===== src/rtl/cpu_pkg.sv =====
// Shared CPU definitions: ROM window, reset vector, fetch state encoding,
// fetch entry layout and instruction-length decode helpers.
package cpu_pkg;

  localparam logic [15:0] RESET_VECTOR = 16'h8000;
  localparam logic [15:0] ROM_BASE     = 16'h8000;
  localparam logic [15:0] ROM_LAST     = 16'hFFFC;

  typedef enum logic {
    S_FETCH = 1'b0,
    S_FAULT = 1'b1
  } fetch_state_t;

  typedef struct packed {
    logic [31:0] data;
    logic [2:0]  len;
    logic [15:0] pc;
  } fetch_entry_t;

  // Opcode bits [7:6] encode length-1.
  function automatic logic [2:0] len_from_op(input logic [1:0] op);
    return {1'b0, op} + 3'd1;
  endfunction

  // Zero every byte at or beyond len.
  function automatic logic [31:0] mask_bytes(input logic [31:0] raw, input logic [2:0] len);
    logic [31:0] m;
    m = '0;
    for (int unsigned i = 0; i < 4; i++) begin
      if (i < {29'd0, len}) m[8*i +: 8] = 8'hFF;
    end
    return raw & m;
  endfunction

endpackage


===== src/rtl/fetch_skid.sv =====
// One-entry holding buffer for a fetched instruction that arrives while the
// output register is occupied and not being consumed.
module fetch_skid
  import cpu_pkg::*;
(
  input  logic         clk,
  input  logic         rst_n,
  input  logic         flush,
  input  logic         load,
  input  logic         drain,
  input  fetch_entry_t din,
  output logic         valid,
  output fetch_entry_t dout
);

  // Flush wins; load and drain are never requested together by the fetch unit.
  always_ff @(posedge clk or negedge rst_n) begin
    if (!rst_n) begin
      valid <= 1'b0;
      dout  <= '0;
    end else if (flush) begin
      valid <= 1'b0;
    end else if (load) begin
      valid <= 1'b1;
      dout  <= din;
    end else if (drain) begin
      valid <= 1'b0;
    end
  end

endmodule


===== src/rtl/fetch_unit.sv =====
// Instruction fetch stage in front of the 32 KiB ROM: one outstanding request,
// length decode, PC advance, output register + skid, redirect and fault handling.
module fetch_unit
  import cpu_pkg::fetch_state_t, cpu_pkg::fetch_entry_t, cpu_pkg::S_FETCH, cpu_pkg::S_FAULT,
         cpu_pkg::len_from_op, cpu_pkg::mask_bytes;
#(
  parameter logic [15:0] RESET_VECTOR = cpu_pkg::RESET_VECTOR,
  parameter logic [15:0] ROM_BASE     = cpu_pkg::ROM_BASE,
  parameter logic [15:0] ROM_LAST     = cpu_pkg::ROM_LAST
) (
  input  logic        clk,
  input  logic        rst_n,
  output logic [15:0] rom_a,
  output logic        rom_re,
  input  logic [7:0]  rom_q0,
  input  logic [7:0]  rom_q1,
  input  logic [7:0]  rom_q2,
  input  logic [7:0]  rom_q3,
  input  logic        redirect_valid,
  input  logic [15:0] redirect_pc,
  output logic        instr_valid,
  input  logic        instr_ready,
  output logic [31:0] instr_data,
  output logic [2:0]  instr_len,
  output logic [15:0] instr_pc,
  output logic        fault,
  output logic [15:0] fault_pc
);

  fetch_state_t state;
  logic [15:0]  fetch_pc;
  logic [15:0]  resp_pc;
  logic         inflight;

  logic         resp_fire;
  logic [2:0]   resp_len;
  logic [15:0]  next_pc;
  logic [15:0]  target;
  logic         consume;
  logic         skid_valid;
  logic         skid_load;
  logic         skid_drain;
  logic         skid_busy_next;
  logic         in_range;
  logic         want_issue;
  logic         issue;
  fetch_entry_t resp_entry;
  fetch_entry_t skid_entry;

  // Response decode, routing and issue decision for this cycle.
  // A redirect kills the response arriving in the same cycle.
  always_comb begin
    resp_fire      = inflight && !redirect_valid;
    resp_len       = len_from_op(rom_q0[7:6]);
    next_pc        = resp_pc + {13'd0, resp_len};
    target         = inflight ? next_pc : fetch_pc;
    resp_entry     = '{data: mask_bytes({rom_q3, rom_q2, rom_q1, rom_q0}, resp_len),
                       len: resp_len, pc: resp_pc};
    consume        = instr_valid && instr_ready;
    skid_load      = resp_fire && instr_valid && !consume;
    skid_drain     = consume && skid_valid;
    skid_busy_next = (skid_valid && !consume) || skid_load;
    in_range       = (target >= ROM_BASE) && (target <= ROM_LAST);
    want_issue     = (state == S_FETCH) && !redirect_valid && !skid_busy_next;
    issue          = want_issue && in_range;
    // Reset gating keeps the ROM port quiet while rst_n is held low.
    rom_re         = issue && rst_n;
    rom_a          = rom_re ? target : '0;
  end

  // PC, outstanding-request tracking, fault capture and fetch state machine.
  always_ff @(posedge clk or negedge rst_n) begin
    if (!rst_n) begin
      state    <= S_FETCH;
      fetch_pc <= RESET_VECTOR;
      resp_pc  <= '0;
      inflight <= 1'b0;
      fault    <= 1'b0;
      fault_pc <= '0;
    end else if (redirect_valid) begin
      state    <= S_FETCH;
      fetch_pc <= redirect_pc;
      inflight <= 1'b0;
      fault    <= 1'b0;
    end else begin
      inflight <= issue;
      if (issue) resp_pc <= target;
      if (inflight) fetch_pc <= next_pc;
      if (want_issue && !in_range) begin
        state    <= S_FAULT;
        fault    <= 1'b1;
        fault_pc <= target;
      end
    end
  end

  // Output register: skid drains first, then a new response; held while stalled.
  always_ff @(posedge clk or negedge rst_n) begin
    if (!rst_n) begin
      instr_valid <= 1'b0;
      instr_data  <= '0;
      instr_len   <= '0;
      instr_pc    <= '0;
    end else if (redirect_valid) begin
      instr_valid <= 1'b0;
    end else if (skid_drain) begin
      instr_valid <= 1'b1;
      instr_data  <= skid_entry.data;
      instr_len   <= skid_entry.len;
      instr_pc    <= skid_entry.pc;
    end else if (resp_fire && (!instr_valid || consume)) begin
      instr_valid <= 1'b1;
      instr_data  <= resp_entry.data;
      instr_len   <= resp_entry.len;
      instr_pc    <= resp_entry.pc;
    end else if (consume) begin
      instr_valid <= 1'b0;
    end
  end

  fetch_skid u_skid (
    .clk   (clk),
    .rst_n (rst_n),
    .flush (redirect_valid),
    .load  (skid_load),
    .drain (skid_drain),
    .din   (resp_entry),
    .valid (skid_valid),
    .dout  (skid_entry)
  );

endmodule


===== config.mk =====
export PLATFORM = sky130hd
export DESIGN_NAME = fetch_unit
export DESIGN_NICKNAME = d
export VERILOG_FILES = /design/src/rtl/cpu_pkg.sv /design/src/rtl/fetch_skid.sv /design/src/rtl/fetch_unit.sv
export SDC_FILE = /design/constraint.sdc
export NUM_CORES = 1
export LEC_CHECK = 0
export BUFFER_PORTS_ARGS = -buffer_cell sky130_fd_sc_hd__buf_2
export CELL_PAD_IN_SITES_DETAIL_PLACEMENT = 1
export CELL_PAD_IN_SITES_GLOBAL_PLACEMENT = 1
export CORE_ASPECT_RATIO = 0.8
export CORE_MARGIN = 10
export CORE_UTILIZATION = 30
export DETAILED_ROUTE_END_ITERATION = 8
export PLACE_DENSITY_LB_ADDON = 0.12
export REMOVE_ABC_BUFFERS = 1
export SLEW_MARGIN = 20
export SYNTH_ARGS = -nofsm -noshare
export SYNTH_HDL_FRONTEND = slang
export SYNTH_SLANG_ARGS = --single-unit

===== constraint.sdc =====
create_clock -name clk -period 5.5 [get_ports clk]
set_input_delay 0.825 -clock clk [delete_from_list [all_inputs] [get_ports clk]]
set_output_delay 0.825 -clock clk [all_outputs]
set_load 0.005 [all_outputs]

Yosys cells after proc, flatten, opt, wreduce, memory -nomap -nowiden

Cells that the tools add are included.

Multiplexer cells: 23
Bitwise gates (word level): 3
Order comparisons: 6
Reduce and logical (&&, ||, !) cells: 28
Add/sub/neg operators: 2

Operators with widths:

| cell                                                                        | count |
|---|---|
| 16-bit 2-to-1 mux                                                           | 5 |
| 32-bit 2-to-1 mux                                                           | 2 |
| 32-bit bitwise AND                                                          | 1 |
| 8-bit 2-to-1 mux                                                            | 4 |
| 16-bit by 3-bit adder with 16-bit output                                    | 1 |
| 16-bit >= comparator, second input constant                                 | 1 |
| 16-bit <= comparator, second input constant                                 | 1 |
| 1-bit logical AND                                                           | 13 |
| 1-bit 2-to-1 mux                                                            | 10 |
| 2-bit AND reduction                                                         | 4 |
| 1-bit by 3-bit less-than comparator with 1-bit output, first input constant | 2 |
| 2-bit by 3-bit less-than comparator with 1-bit output, first input constant | 2 |
| 3-bit 2-to-1 mux                                                            | 2 |
| 1-bit zero test                                                             | 5 |
| 2-bit nonzero test                                                          | 2 |
| 4-bit nonzero test                                                          | 1 |
| 2-bit by 1-bit adder with 3-bit output, second input constant               | 1 |
| 3-bit nonzero test                                                          | 1 |
| 1-bit logical OR                                                            | 2 |
| 1-bit inverter                                                              | 2 |

Output and inout port bits: 86
Bits of input ports: 52
Register bits: 154
Logic and storage cells: 75

Longest topological paths before layout

Gate-level depths: netlist of the first run.

Depth after elaboration: 10
Mapped depth: 13
Mapped depth without buffers: 11

Hierarchy

From an unflattened synthesis of the first run, not the netlist that was laid out.

Cell total of the unflattened synthesis: 692
Area, all modules: 7633.6 µm²

Modules (own cells, without submodules):

| module     | area each (µm²) | cells each | times used | seq. area each (µm²) |
|---|---|---|---|---|
| fetch_unit | 5421.4          | 579        | 1          | 2553.7 |
| fetch_skid | 2212.1          | 113        | 1          | 1301.2 |

Least setup slack after synthesis of the first run

No wires, ideal clock.

Path kind: input-to-output
Start point: input rom_q0[6]
End point: output rom_a[11]
Cell stages on the path: 12
Path buffers: 1
Path slack: 0.932 ns
Data arrival time: 3.743 ns
Data required time: 4.675 ns
Path through: inv_1 -> ha_1 -> ha_1 -> a21o_1 -> o21ai_2 -> a2111oi_4 -> nor3_2 -> or4_1 -> or4_4 -> o211ai_2 -> buf_4 -> nor2_1

RTL lines:

| item               | line             | RTL |
|---|---|---|
| start: declaration | fetch_unit.sv:15 | `input logic [7:0] rom_q0,` |
| end: declaration   | fetch_unit.sv:13 | `output logic [15:0] rom_a,` |

==> results of run 1 <==
[stage by stage]
stage,power (mW),utilization (%)
global placement,3.37,34.9
global route,4.91,37.4
CTS,4.61,37.4
detailed placement,3.43,34.9
floorplan,2.70,-
finish,4.52,37.4
[layout make-up]
cell class / instances / area share, %
Antenna cell: 1 / 0.0285
Clock buffer: 19 / 5.15
Clock inverter: 12 / 1.32
Inverter: 19 / 0.811
Multi-Input combinational cell: 536 / 34.9
Sequential cell: 154 / 43.9
Tap cell: 312 / 4.44
Timing Repair Buffer: 156 / 9.49
[kinds of logic after synthesis]
| logic type | Yosys count |
|---|---|
| and+or+nand+nor | 292 |
| AOI/OAI and AO/OA | 179 |
| DFF | 154 |
| buffers and inverters | 68 |
| muxes | 53 |
| adders and majority gates | 7 |
| xor gates and xnor gates | 5 |
[critical path, delay by kind of cell]
| kind | cells | cell delay [ns] |
|---|---|---|
| adders and majority gates | 2 | 0.86 |
| buffers and inverters | 4 | 0.63 |
| AOI/OAI and AO/OA | 3 | 0.60 |
| and+or+nand+nor | 4 | 1.31 |
[Yosys cell counts (2+ instances only)]
cell and instances:
nand4_1 4, a21o_1 3, o21a_1 2, mux2_4 4, nand2_1 120, or4_1 2, buf_4 2, xor2_1 2
a31oi_1 21, nor2_1 107, o31ai_1 2, or2_2 2, clkbuf_1 40, nor4_1 2, mux2_1 3, nor3_1 6
xnor2_1 3, a211oi_1 3, a21oi_1 76, nand3_1 5, a221oi_1 2, o21ai_0 53, a2111oi_0 2, dfrtp_1 153
nor2b_1 14, o211ai_1 2, mux2_2 33, inv_1 19, and2_1 2, buf_2 4, mux2i_1 13, ha_1 6
and4_1 2, nand2b_1 13, or3_1 4, and3_1 2
[cells in the final DEF, fill, tap and decap left out, types with 3 or more instances in the layout]
cell type,synthesis,routed
a211oi_1,3,3
a21o_1,3,3
a21oi_1,76,76
a31oi_1,21,21
buf_2,4,136
buf_4,2,19
clkbuf_16,0,17
clkinvlp_4,0,5
dfrtp_1,153,153
ha_1,6,6
inv_1,19,19
inv_6,0,3
mux2_1,3,3
mux2_2,33,33
mux2_4,4,4
mux2i_1,13,13
nand2_1,120,120
nand2b_1,13,13
nand3_1,5,5
nand4_1,4,4
nor2_1,107,107
nor2b_1,14,14
nor3_1,6,5
o21ai_0,53,53
or3_1,4,3
xnor2_1,3,3
[per-layer routing]
metal  GRT usage, %  up-vias  part of all wire (%)
met5              0        -                     0
met4           3.51        0                  0.92
met3           4.22       21                   6.1
met2           22.0      127                    44
met1           19.7     2827                    49
li1               -     2838                     -
[power by group through the flow]
stage	Combinational (mW)	Clock, mW	Sequential, mW
floorplan	0.814	0	1.88
global placement	1.46	0	1.91
detailed placement	1.49	0	1.94
CTS	1.50	1.19	1.92
global route	1.68	1.24	1.99
finish	1.46	1.15	1.91
[sequential cells by signal, indices dropped and copies added (netlist names)]
name	flops
instr_valid	1
u_skid.dout	51
state	1
inflight	1
instr_pc	16
fetch_pc	16
resp_pc	16
instr_data	32
u_skid.valid	1
fault_pc	16
instr_len	3
[worst paths after layout]
kind | end | slack (ns) | depth (start not counted)
worst max-delay path | rom_a[5] | 0.45 | 13
worst max register to register | resp_pc[1] | 1.65 | 9
max in group asynchronous | u_skid.dout[3] | 3.38 | 3
worst min register to register | u_skid.dout[43] | 0.48 | 2
min in group clk | u_skid.dout[43] | 0.48 | 2
worst min-delay path | instr_data[6] | 0.41 | 1
==> key figures, run 1 <==
Floorplanning
  – Initial core utilization: 30.6%
  – Die Wd: 193 um
  – Core area: 23500 um^2
  – Cell row count: 50
  – Die area: 30600 um^2
  – # IOs: 138
  – Die Height: 158 um

Synth
  – EDFF count, synth: 0
  – Post-synthesis mux area share: 8.28%
  – Post-synthesis simple-gate area fraction: 17.8%
  – Synth Register Bits: 154
  – XOR/XNOR Fraction of Synth Area: less than 1%
  – Post-synthesis area per instance: 9.49 um^2
  – Compound-Gate Fraction of Synth Area: 14.5%
  – Post-synthesis cell area: 7190 um^2
  – Sequential fraction of the synthesis area: 53.6%
  – Cell count after synthesis: ~760
  – Largest family of logic cells by synthesized area: simple AND/OR/NAND/NOR gates
  – Cell taking the most area after synthesis: dfrtp_1
  – Synth Area in Adders: 1.32%
  – Post-synth ARST share: 100%
  – Synth top area share: between 50% and 60%
  – Largest cells by area after synthesis: dfrtp_1 (53%), nand2_1 (6.3%), nor2_1 (5.6%)
  – Ys flop type: dfrtp_1
  – Yosys warning count: 0
  – Synth cell types: 61

Global routing
  – Initial antenna violation count: 1
  – Global-route wire length before repair: about 35000 um
  – GRT Residual Overflow: 0
  – Vias in the first global route: 6275
  – Largest net degree at the start of global routing: 92
  – GRT Total Usage: 14.5%

Routing
  – Post-Route WL: between 20000 and 25000 um
  – Final ANT Viol Nets: 0
  – Initial DRC count: 285
  – Vias/cell: 4.81
  – First-pass iteration count of the detailed router: 4
  – Routed via count: 5813
  – Number of remaining DRC errors: 0
  – Drt wl/cell: between 15 and 20 um

Clock network
  – CTS clk-pin slew, worst paths: 0.06 ns
  – CTS resizes: 0
  – # clock sinks: 154
  – Post-CTS Hold Buffers: 0
  – CTS tree: built
  – Clock Path Buffers: 2
  – Clk Tree Root Cell: clkbuf_16
  – Post-CTS setup buffers: 0
  – H-tree depth: 4
  – Worst-Skew Late Latency: 0.43 ns
  – Total CTS buffers: 17

Power
  – Clock power frac: between 20 and 30%
  – NetSw: between 1.5 and 2 mW
  – Net Sw Frac: 35.9%
  – Comb pwr share: 32.3%
  – Peak VDD IR: roughly 0.22 mV
  – Leakage Power: 4.11 nW
  – P per Cell Area: 514 nW/um^2
  – Seq pwr share: between 40% and 50%
  – Internal power: 2.90 mW

Final layout
  – Design area: 8790 um^2
  – Share of cells above drive strength 1: 26.6%
  – Layout area overhead: 22.2%
  – Fillers: 2773
  – FF+latch area: 3850 um^2
  – Multi-input gate area: ~3000 um^2
  – Final nets: 943
  – Cell Count, Final, Fillers Out: 1209

STA
  – Fin Clk Skew: 0.0133 ns
  – Final worst setup slack: roughly 0.45 ns
  – Setup violators final: 0
  – Relative slew slack: 39.2%
  – Slew @ Worst Pin: between 0.9 and 1 ns
  – Fmax: a little under 0.2 GHz
  – Slew Viols, Final: 0
  – Hold WS: 0.409 ns
  – Fin. Hold Viols: 0
  – Setup TNS: 0 ns
  – Unrepaired setup endpoints after global routing: false
  – Period utilization: 91.8%
  – Fin crit period: approximately 5 ns

Outcome
  – Status: finished clean

Setup path
  – CP cell instances: buf_2 -> inv_1 -> ha_1 -> fa_1 -> and2_1 -> o21ai_0 -> a31oi_1 -> or4_1 -> or4_4 -> o211ai_2 -> buf_4 -> nor3_1 -> buf_2
  – CP Launch Type: input pin
  – Critical Path RT: 4.68 ns
  – Critical Path Max Stage Delay: about 0.54 ns
  – CP most frequent cell: buf_2
  – Crit Path Max Fanout: 17
  – Worst Setup SP: rom_q0[6]
  – Slowest library cell on the worst path: or4_4
  – Critical Path End Type: output pin
  – FF-to-FF Start: resp_pc[0]
  – Critical Path AT: ~4.2 ns
  – Setup CP Type: input pin to output pin

Placed design
  – Placed cell area: a little over 8000 um^2
  – Inst Count DP: 1177
  – Post-DP HPWL: approximately 15000 um
  – I/O Buffers: roughly 140
  – Gpl congestion: 0.773
  – DP Worst Slack: 0.475 ns

Min path
  – Worst hold path type: input pin to asynchronous set/reset pin

Run
  – Max Cap Viol: 0
Note: power is estimated with default switching activity, not from simulation.
==> run 2, diff against run 1 <==
MAX_ROUTING_LAYER = met4   (was default)
==> run 2 against run 1 <==
Compared with the run above: global-route usage is 0.40 points higher; sequential share of layout area stayed put; wire length hardly changed; flip-flop and latch count stayed put.
==> key figures, run 2 (synthesized netlist as in run 1, its figures left out) <==
Outcome
  – Status: finished clean

Clock network
  – CTS tree: built
  – Clk Tree Root Cell: clkbuf_16
  – CTS clk-pin slew, worst paths: 0.06 ns
  – CTS resizes: 0
  – Post-CTS Hold Buffers: 0
  – Worst-Skew Late Latency: 0.43 ns
  – H-tree depth: 4
  – Post-CTS setup buffers: 0
  – Clock Path Buffers: 2
  – # clock sinks: 154
  – Total CTS buffers: 17

STA
  – Period utilization: 91.9%
  – Setup violators final: 0
  – Fin Clk Skew: ~0.014 ns
  – Relative slew slack: 39.0%
  – Fin. Hold Viols: 0
  – Setup TNS: 0 ns
  – Fin crit period: 5.05 ns
  – Slew @ Worst Pin: approximately 0.91 ns
  – Fmax: slightly below 0.2 GHz
  – Slew Viols, Final: 0
  – Unrepaired setup endpoints after global routing: false

Setup path
  – CP Launch Type: input pin
  – Critical Path Stages: 13
  – Critical Path Max Stage Delay: 0.54 ns
  – Slowest library cell on the worst path: or4_4
  – CP most frequent cell: buf_2
  – Worst r2r dst: resp_pc[1]
  – Setup CP Type: input pin to output pin
  – CP cell instances: buf_2 -> inv_1 -> ha_1 -> fa_1 -> and2_1 -> o21ai_0 -> a31oi_1 -> or4_1 -> or4_4 -> o211ai_2 -> buf_4 -> nor3_1 -> buf_2
  – Reg2reg setup slack: 1.65 ns
  – Critical Path AT: 4.23 ns
  – FF-to-FF Start: resp_pc[0]
  – Critical Path RT: 4.68 ns
  – Crit path max-delay family: simple AND/OR/NAND/NOR gates
  – R2R cell count: 9
  – Critical Path End Type: output pin
  – Bufs and invs on worst path: 4
  – Crit Path Max Fanout: 17

Power
  – Clock power frac: 25.4%
  – Seq pwr share: 42.3%
  – NetSw: 1.62 mW
  – Comb pwr share: roughly 32%
  – Internal power: 2.90 mW
  – Leakage Power: 4.11 nW
  – P per Cell Area: 514 nW/um^2
  – Net Sw Frac: 35.9%
  – Peak VDD IR: 0.215 mV

Floorplanning
  – Initial core utilization: a little under a third
  – Die area: 30600 um^2
  – Die Height: 158 um
  – Die Wd: 193 um
  – Core area: 23500 um^2
  – # IOs: between 100 and 150
  – Cell row count: 50

Final layout
  – Most frequent cells in the layout: dfrtp_1 (153), buf_2 (136), nand2_1 (120), nor2_1 (107), a21oi_1 (76)
  – Fillers: 2773
  – Largest regs: u_skid.dout: 51 flops, instr_data: 32 flops
  – Share of cells above drive strength 1: 26.6%
  – Layout area overhead: 22.2%
  – Reg with most FFs: u_skid.dout
  – Most common cell after layout, fill and taps aside: dfrtp_1
  – Final core occ: 37.4%
  – Largest register FFs: roughly 50
  – Final nets: around 940

Placed design
  – I/O Buffers: 137
  – Gpl congestion: 0.784
  – Post-DP HPWL: 15200 um

Routing
  – Vias/cell: between 4 and 5
  – Drt wl/cell: 17.7 um
  – First-pass iteration count of the detailed router: 4
  – Final ANT Viol Nets: 0
  – Routed via count: ~5800
  – Number of remaining DRC errors: 0
  – Post-Route WL: 21400 um
  – Initial DRC count: ~270

Run
  – Max Cap Viol: 0

Global routing
  – Largest net degree at the start of global routing: 92
  – GRT Residual Overflow: 0
  – Vias in the first global route: 6289
  – Initial antenna violation count: 1
  – GRT Total Usage: between 10 and 15%
  – Global-route wire length before repair: approximately 35000 um

Min path
  – Worst hold path type: input pin to asynchronous set/reset pin
-- run 2: cell counts in the layout (fill, tap and decap cells not counted) --
Identical to the previous run, type by type.
-- run 2: final cells by class --
type / instances / area (um^2) / area share, %
inverter: 19 / 71.3 / 0.811
timing repair buffer: 156 / 835 / 9.49
antenna: 1 / 2.50 / 0.0285
clock inverter: 12 / 116 / 1.32
multi-input combinational: 536 / 3070 / 34.9
tap: 312 / 390 / 4.44
clock buffer: 19 / 453 / 5.15
sequential: 154 / 3850 / 43.9
-- run 2: routing by layer --
metal,up-vias,wire length (um),GRT usage [%]
met5,-,0,-
met4,0,187,3.40
met3,18,1070,3.52
met2,131,9380,22.0
met1,2826,10800,20.2
li1,2834,-,-
-- run 2: power groups by stage --
stage / clock network (mW) / registers [mW] / logic (mW)
floorplan: 0 / 1.88 / 0.814
global placement: 0 / 1.91 / 1.46
detailed placement: 0 / 1.94 / 1.49
CTS: 1.19 / 1.92 / 1.50
global route: 1.25 / 1.99 / 1.67
finish: 1.15 / 1.91 / 1.46
-- run 2: how the worst max path moves through the flow --
stage,start,end,slack (ns)
after floorplan,redirect_valid,instr_len[1],-1.0
after global placement,rom_q0[6],rom_a[5],0.56
after detailed placement,rom_q0[6],rom_a[5],0.47
after CTS,rom_q0[6],rom_a[5],0.45
after global routing,rom_q0[6],rom_a[5],0.23
final,rom_q0[6],rom_a[5],0.45
-- run 2: through the flow --
stage	power, mW	instance area, um^2	instances	hold slack [ns]	setup WS [ns]
floorplan	2.70	6990	709	0.450	-0.997
global placement	3.37	8220	1177	0.462	0.558
global route	4.90	8790	1209	0.461	0.229
detailed placement	3.43	8220	1177	0.471	0.475
CTS	4.61	8790	1208	0.437	0.446
finish	4.52	8790	1209	0.410	0.448
